==> src/rtl/fetch_pkg.sv <==
// Shared types and constants for the instruction fetch stage.
// The TRAP state exists only when FETCH_MISALIGN_TRAP_EN is defined.
package fetch_pkg;

  localparam logic [31:0] NOP_INSTR        = 32'h0000_0013;
  localparam logic [31:0] RESET_PC_DEFAULT = 32'h0000_0000;

  typedef enum logic [2:0] {
    StBoot,
    StFetch,
    StWait,
`ifdef FETCH_MISALIGN_TRAP_EN
    StExec,
    StTrap
`else
    StExec
`endif
  } fetch_state_t;

endpackage

==> src/rtl/next_pc_logic.sv <==
// Next-PC computation: PC+4 adder, target select and target alignment check.
// The selected target is always word-aligned; misaligned_o reports a dropped low pair.
module next_pc_logic #(
  parameter int unsigned XLEN = 32
) (
  input  logic [XLEN-1:0] pc_i,
  input  logic            pc_sel_i,
  input  logic [XLEN-1:0] pc_target_i,
  output logic [XLEN-1:0] pc_plus4_o,
  output logic [XLEN-1:0] pc_next_o,
  output logic            misaligned_o
);

  // Modulo-2^XLEN add: the top word wraps to zero.
  assign pc_plus4_o   = pc_i + XLEN'(4);
  assign pc_next_o    = pc_sel_i ? {pc_target_i[XLEN-1:2], 2'b00} : pc_plus4_o;
  assign misaligned_o = pc_sel_i & (pc_target_i[1:0] != 2'b00);

endmodule

==> src/rtl/fetch_unit.sv <==
// Instruction fetch stage: one outstanding word request, registered instruction, PC update on
// retire. Define FETCH_MISALIGN_TRAP_EN to trap on misaligned taken targets.
module fetch_unit
  import fetch_pkg::*;
#(
  parameter int unsigned      XLEN     = 32,
  parameter logic [XLEN-1:0]  RESET_PC = XLEN'(RESET_PC_DEFAULT)
) (
  input  logic            clk,
  input  logic            rst_n,
  input  logic            PC_sel,
  input  logic [XLEN-1:0] pc_target,
  input  logic            instr_retire,
  output logic            imem_req,
  output logic [XLEN-1:0] imem_addr,
  input  logic            imem_rvalid,
  input  logic [31:0]     imem_rdata,
  output logic [31:0]     instr,
  output logic            instr_valid,
  output logic [XLEN-1:0] pc,
  output logic [XLEN-1:0] pc_plus4,
  output logic            fetch_misaligned
);

  fetch_state_t    state_q, state_d;
  logic [XLEN-1:0] pc_q;
  logic [XLEN-1:0] pc_next;
  logic [31:0]     instr_q;
  logic            pc_load;
  logic            instr_load;
  logic            target_misaligned;

  next_pc_logic #(
    .XLEN (XLEN)
  ) u_next_pc (
    .pc_i         (pc_q),
    .pc_sel_i     (PC_sel),
    .pc_target_i  (pc_target),
    .pc_plus4_o   (pc_plus4),
    .pc_next_o    (pc_next),
    .misaligned_o (target_misaligned)
  );

  always_comb begin
    state_d    = state_q;
    pc_load    = 1'b0;
    instr_load = 1'b0;
    unique case (state_q)
      StBoot:  state_d = StFetch;
      StFetch: state_d = StWait;
      StWait: begin
        if (imem_rvalid) begin
          instr_load = 1'b1;
          state_d    = StExec;
        end
      end
      StExec: begin
        if (instr_retire) begin
`ifdef FETCH_MISALIGN_TRAP_EN
          if (target_misaligned) begin
            state_d = StTrap;
          end else begin
            pc_load = 1'b1;
            state_d = StFetch;
          end
`else
          pc_load = 1'b1;
          state_d = StFetch;
`endif
        end
      end
`ifdef FETCH_MISALIGN_TRAP_EN
      StTrap:  state_d = StTrap;
`endif
      default: state_d = StBoot;
    endcase
  end

  always_ff @(posedge clk or negedge rst_n) begin
    if (!rst_n) begin
      state_q <= StBoot;
      pc_q    <= RESET_PC;
      instr_q <= NOP_INSTR;
    end else begin
      state_q <= state_d;
      if (pc_load) begin
        pc_q <= pc_next;
      end
      if (instr_load) begin
        instr_q <= imem_rdata;
      end
    end
  end

  assign imem_req    = (state_q == StFetch);
  assign instr_valid = (state_q == StExec);
  assign imem_addr   = pc_q;
  assign pc          = pc_q;
  assign instr       = instr_q;

`ifdef FETCH_MISALIGN_TRAP_EN
  // TRAP is terminal until reset, so the state itself is the sticky flag.
  assign fetch_misaligned = (state_q == StTrap);
`else
  logic unused_misaligned;
  assign unused_misaligned = target_misaligned;
  assign fetch_misaligned  = 1'b0;
`endif

endmodule

==> config.mk <==
export PLATFORM = sky130hd
export DESIGN_NAME = fetch_unit
export DESIGN_NICKNAME = d
export VERILOG_FILES = /design/src/rtl/fetch_pkg.sv /design/src/rtl/next_pc_logic.sv /design/src/rtl/fetch_unit.sv
export SDC_FILE = /design/constraint.sdc
export NUM_CORES = 1
export LEC_CHECK = 0
export CAP_MARGIN = 0
export CORE_MARGIN = 2
export CORE_UTILIZATION = 42
export DETAILED_ROUTE_END_ITERATION = 6
export GPL_ROUTABILITY_DRIVEN = 0
export PLACE_DENSITY = 0.82
export SLEW_MARGIN = 20
export SYNTH_ARGS = -nofsm -noshare
export SYNTH_HDL_FRONTEND = slang
export SYNTH_SLANG_ARGS = --single-unit
==> constraint.sdc <==
create_clock -name clk -period 2.6 [get_ports clk]
set_input_delay 0.39 -clock clk [delete_from_list [all_inputs] [get_ports clk]]
set_output_delay 0.39 -clock clk [all_outputs]
set_load 0.05 [all_outputs]
# Yosys cells after proc, flatten, opt, wreduce, memory -nomap -nowiden

Cells that the tools add are included.

Bits in registers: 67
Bits in latches: 0
Memory bits (writable): 0
Bits in read-only memories: 0
Memories: 0

Add/sub/neg operators: 1
Multiply operators: 0
Divide/modulo/power cells: 0
$lt $le $gt $ge: 0
Equality and inequality tests: 5
Shifts and indexed selects: 0
Mux-type cells: 8
Bitwise gates (word level): 0
Reduce and logical (&&, ||, !) cells: 2

Operators by type and width:

| cell                                                 | number |
|---|---|
| adder 32 x 3 -> 32 bit (second input constant)       | 1 |
| two-way mux 32 bit                                   | 1 |
| one-hot mux 3 bit (4 select lines)                   | 1 |
| equality test 3 x 2 -> 1 bit (second input constant) | 2 |
| two-way mux 3 bit                                    | 2 |
| two-way mux 1 bit                                    | 4 |
| != test 2 bit (second input constant)                | 2 |
| equality test 3 x 1 -> 1 bit (second input constant) | 1 |
| zero test 3 bit                                      | 1 |
| AND reduction 2 bit                                  | 1 |

# Longest topological paths before layout

Depth in word-level cells: 3
Mapped depth: 7
Gate-level depth less buffers: 6

# Hierarchy

Synthesis repeated with hierarchy kept, for this count alone.

Cell total of the unflattened synthesis: 357
Area total of the unflattened synthesis: 4204.0 µm²

By module, submodules not included:

| module        | instances | cells each | area each (µm²) | seq. area each (µm²) |
|---|---|---|---|---|
| fetch_unit    | 1         | 183        | 3086.7          | 1655.3 |
| next_pc_logic | 1         | 174        | 1117.3          | 0.0 |

# Least setup slack after synthesis

No wires, ideal clock.

Path kind: reg2out
Start: register pc_q[4] (netlist: imem_addr[4])
End: output port pc_plus4[29]
Arrival: 2684 ps
Required time: 2210 ps
Slack: -474 ps
Stages on the path, launching flop included: 7
Buffers on the path: 2
Path through: dfrtp_1 -> buf_2 -> nand4_2 -> nor4_4 -> buf_4 -> nand4_1 -> xnor2_1

Word-level cells in the longest chain between the ends: 1

RTL lines:

| item                     | line                | text |
|---|---|---|
| start: declaration       | fetch_unit.sv:26    | `logic [XLEN-1:0] pc_q;` |
| start signal: assignment | fetch_unit.sv:87    | `pc_q <= pc_next;` |
| adder 32 x 3 -> 32 bit   | next_pc_logic.sv:15 | `assign pc_plus4_o = pc_i + XLEN'(4);` |
| end: declaration         | fetch_unit.sv:21    | `output logic [XLEN-1:0] pc_plus4,` |

Every way passes these cells.

# Final worst setup path

Start: register pc_q[23] (netlist: imem_addr[23])
End: output port pc_plus4[29]

Same word-level chain as after synthesis.

==> impl_metrics.xml <==
<?xml version="1.0" encoding="UTF-8"?>
<metrics>
  <group name="routing">
    <metric name="ant_nets" unit="">0</metric>
    <metric name="detail_route.drc_violations" unit="">0</metric>
    <metric name="drtIter0Drc" unit="">279</metric>
    <metric name="vias" unit="">4105</metric>
    <metric name="routed_wire_length_per_instance" unit="um">16.97</metric>
    <metric name="drt-pass1-iter-count" unit="">5</metric>
    <metric name="drt-total-wl" unit="um">12760</metric>
    <metric name="avgViaCountPerCell" unit="">5.459</metric>
  </group>
  <group name="min_path">
    <metric name="timing.hold.worst.class" unit="">input port to flip-flop</metric>
  </group>
  <group name="job">
    <metric name="max_cap_viol_count" unit="">0</metric>
  </group>
  <group name="synth">
    <metric name="yosysTopAreaCellShare" unit="%">36.65</metric>
    <metric name="synth_enable_flop_cells" unit="">0</metric>
    <metric name="postSynthRegisterBits" unit="">64</metric>
    <metric name="post_synth_instance_area" unit="mm2">0.004165</metric>
    <metric name="post_synth.cell_area_avg" unit="um2">9.732</metric>
    <metric name="post-synth-top-count-cell" unit="">sky130_fd_sc_hd__dfrtp_1</metric>
    <metric name="yosys_most_used_dff" unit="">sky130_fd_sc_hd__dfrtp_1</metric>
    <metric name="yosysWarnings" unit="">0</metric>
    <metric name="synth_top_cell_by_area" unit="">sky130_fd_sc_hd__dfrtp_1</metric>
    <metric name="share_of_synthesized_area_occupied_by_flip_flops_and_latches" unit="%">38.54</metric>
    <metric name="yosys-top-cells-area" unit="">sky130_fd_sc_hd__dfrtp_1 37%, sky130_fd_sc_hd__mux2_2 8.7%, sky130_fd_sc_hd__buf_4 7.0%</metric>
    <metric name="ys_top_cells_by_count" unit="">61 x sky130_fd_sc_hd__dfrtp_1, 39 x sky130_fd_sc_hd__buf_4, 32 x sky130_fd_sc_hd__mux2_2</metric>
    <metric name="synth_async_sr_flop_share" unit="%">100.0</metric>
    <metric name="netlist_instances" unit="">428</metric>
    <metric name="post_synth_num_cell_types" unit="">60</metric>
  </group>
  <group name="floorplan">
    <metric name="number_of_core_rows" unit="">36</metric>
    <metric name="dieWidth" unit="um">103.6</metric>
    <metric name="fp.dieH" unit="um">103.6</metric>
    <metric name="num_io_pins" unit="">200</metric>
    <metric name="initial_utilization" unit="%">43.01</metric>
    <metric name="fp.dieArea" unit="mm2">0.01073</metric>
    <metric name="core_area" unit="mm2">0.009684</metric>
  </group>
  <group name="timing">
    <metric name="timing.fmax" unit="MHz">400.6</metric>
    <metric name="tightest_slew" unit="ns">0.7098</metric>
    <metric name="finalHoldViolations" unit="">0</metric>
    <metric name="period_share" unit="%">96.00</metric>
    <metric name="slew_headroom" unit="%">52.68</metric>
    <metric name="final_period_minus_worst_setup_slack" unit="ns">2.496</metric>
    <metric name="finalMaxSlewViolations" unit="">0</metric>
    <metric name="finish_stage_setup_viols" unit="">0</metric>
    <metric name="clock-skew-final" unit="ns">0.006523</metric>
  </group>
  <group name="place">
    <metric name="detailedPlacementHpwl" unit="um">8977</metric>
    <metric name="port_buffers" unit="">190</metric>
    <metric name="postPlaceCellArea" unit="mm2">0.006330</metric>
  </group>
  <group name="run_status">
    <metric name="run_status" unit="">complete, no violations</metric>
  </group>
  <group name="cells_and_area">
    <metric name="finalNetCount" unit="">688</metric>
    <metric name="final_layout_size_suffix_gt1_share" unit="%">31.02</metric>
    <metric name="area_delta_synth_final" unit="%">64.61</metric>
    <metric name="design_area" unit="mm2">0.006857</metric>
    <metric name="antennaDiodeCount" unit="">0</metric>
  </group>
  <group name="cts">
    <metric name="clockRootBuffer" unit="">sky130_fd_sc_hd__clkbuf_8</metric>
    <metric name="clkLatencyLatePin" unit="ns">0.35</metric>
    <metric name="cts.sinks" unit="">64</metric>
    <metric name="clock_h_tree_levels" unit="">3</metric>
    <metric name="clk_pin_slew" unit="ns">0.07</metric>
    <metric name="cts_buffers" unit="">9</metric>
    <metric name="cts_tree" unit="">yes</metric>
    <metric name="maximum_count_of_clock_buffers_along_a_single_path" unit="">2</metric>
  </group>
  <group name="global_routing">
    <metric name="grt_overflow" unit="">0</metric>
    <metric name="wire_length_of_the_first_global_routing_pass" unit="um">19780</metric>
    <metric name="grtUsageMet2" unit="%">38.36</metric>
    <metric name="grt_pass1_vias" unit="">4007</metric>
    <metric name="grt_use_met1" unit="%">26.96</metric>
    <metric name="grt.total_usage" unit="%">22.46</metric>
    <metric name="groute.layer.met3.usage" unit="%">6.356</metric>
    <metric name="grt_max_degree" unit="">37</metric>
    <metric name="antenna_violations_before_repair" unit="">0</metric>
    <metric name="gr-max-usage-layer" unit="">met2</metric>
  </group>
  <group name="worst_setup_path">
    <metric name="worst-setup-path-type" unit="">flip-flop to primary output</metric>
    <metric name="worst_ep_required_time" unit="ns">2.21</metric>
    <metric name="crit_path_start" unit="">imem_addr[23]$_DFFE_PN0N_</metric>
    <metric name="worst_setup_path_start_kind" unit="">flip-flop</metric>
    <metric name="rrSetupSlack" unit="ns">0.55</metric>
    <metric name="worst-r2r-cell-count" unit="">6</metric>
    <metric name="rr_startpoint" unit="">state_q[0]$_DFFE_PN0P_</metric>
    <metric name="cp.arrival" unit="ns">2.11</metric>
    <metric name="timing.critical_path.fanout_max" unit="">8</metric>
    <metric name="end_kind" unit="">primary output</metric>
    <metric name="crit_path_end" unit="">pc_plus4[29]</metric>
    <metric name="r2r_end" unit="">imem_addr[17]$_DFFE_PN0N_</metric>
  </group>
</metrics>
worst max-delay path, cell delays in order (launching register included):
cell and delay [ns]:
sky130_fd_sc_hd__dfrtp_2 0.49, sky130_fd_sc_hd__and4_4 0.31, sky130_fd_sc_hd__and4_2 0.31, sky130_fd_sc_hd__nand4_1 0.21, sky130_fd_sc_hd__xnor2_2 0.27, sky130_fd_sc_hd__buf_12 0.16
worst min path at each step:
stage / startpoint / to / slack (ns) / cells after the start
6_report: PC_sel / imem_addr[18]$_DFFE_PN0N_ / 0.44 / 2
5_1_grt: PC_sel / imem_addr[18]$_DFFE_PN0N_ / 0.47 / 2
4_1_cts: PC_sel / imem_addr[18]$_DFFE_PN0N_ / 0.43 / 2
3_5_place_dp: rst_n / imem_addr[27]$_DFFE_PN0N_ / 0.32 / 1
3_3_place_gp: rst_n / imem_addr[27]$_DFFE_PN0N_ / 0.32 / 1
2_1_floorplan: rst_n / imem_addr[10]$_DFFE_PN0N_ / 0.09 / 0
routing by layer:
metal | wire [um] | vias to the layer above
li1 | - | 1868
met5 | 0 | -
met2 | 6508 | 230
met4 | 193 | 0
met1 | 4887 | 1990
met3 | 1170 | 17
through the flow:
step	setup WS (ns)	util (%)	setup TNS (ns)	hold WS (ns)	std cells
detailed placement	0.2249	65.36	0	0.3229	709
global placement	0.2483	65.36	0	0.3187	709
finish	0.1040	70.80	0	0.4423	752
CTS	-0.1289	67.82	-0.5566	0.4285	727
global route	-0.01210	70.80	-0.01210	0.4680	752
floorplan	-0.04208	-	-0.08722	0.09441	434
layout make-up:
cell class | instances | area (um2)
fillers | 706 | 2828
clock buffers | 11 | 151.4
clock inverters | 5 | 55.05
well taps | 133 | 166.4
inverters | 12 | 45.04
flip-flops and latches | 64 | 1629
multi-input cells | 287 | 2312
repair buffers | 240 | 2497
registers in the layout, summed over array words and instances, names as in the netlist:
name / flops
instr: 32
imem_addr: 30
state_q: 2
placed cells by master, fill, tap and decap left out, drive strengths merged, types with 2 or more instances in the layout:
master         Yosys  final
mux2              32     32
or2                2      2
a41o               2      2
nand2             27     27
o21ai             21     21
xor2              12     12
nand3             15     15
mux2i              4      4
clkinvlp           0      2
clkbuf            19     11
conb               1      7
a31oi              2      2
a21oi             16     16
a311o              4      4
and2               4      4
o2bb2ai            5      5
o41ai              2      2
clkdlybuf4s50      0    161
xnor2             15     15
inv               12     12
o311ai             6      6
clkinv             0      2
nor3              21     21
and4               5      5
a22oi              6      6
nor4               5      5
nand4             15     15
nand2b             2      2
and3              18     18
or3                5      5
buf               52     76
o22ai              2      2
nor2              14     14
dfrtp             61     61
o211ai             2      2
ha                 5      5
or4                2      2
dfstp              3      3
what timing repair did:
action | in CTS | in global routing
hold buffers | 1 | 0
hold endpoints to repair | 12 | 0
endpoints found under the setup margin | 12 | 20
gates cloned | 0 | 1
gates resized for setup | 4 | 19
setup buffers | 1 | 24
pin swaps | 1 | 6
cell families after synthesis:
logic type | after synthesis | synth area share, %
xor gates and xnor gates | 27 | 5.677
DFF | 64 | 38.54
and+or+nand+nor | 137 | 19.68
other | 1 | 0.09003
adders and majority gates | 5 | 1.502
AOI/OAI and AO/OA | 75 | 12.08
muxes | 36 | 9.613
buffers and inverters | 83 | 12.83
Power is not shown: default switching activity piles up to over one toggle a cycle in this logic, so the estimate is an artifact.
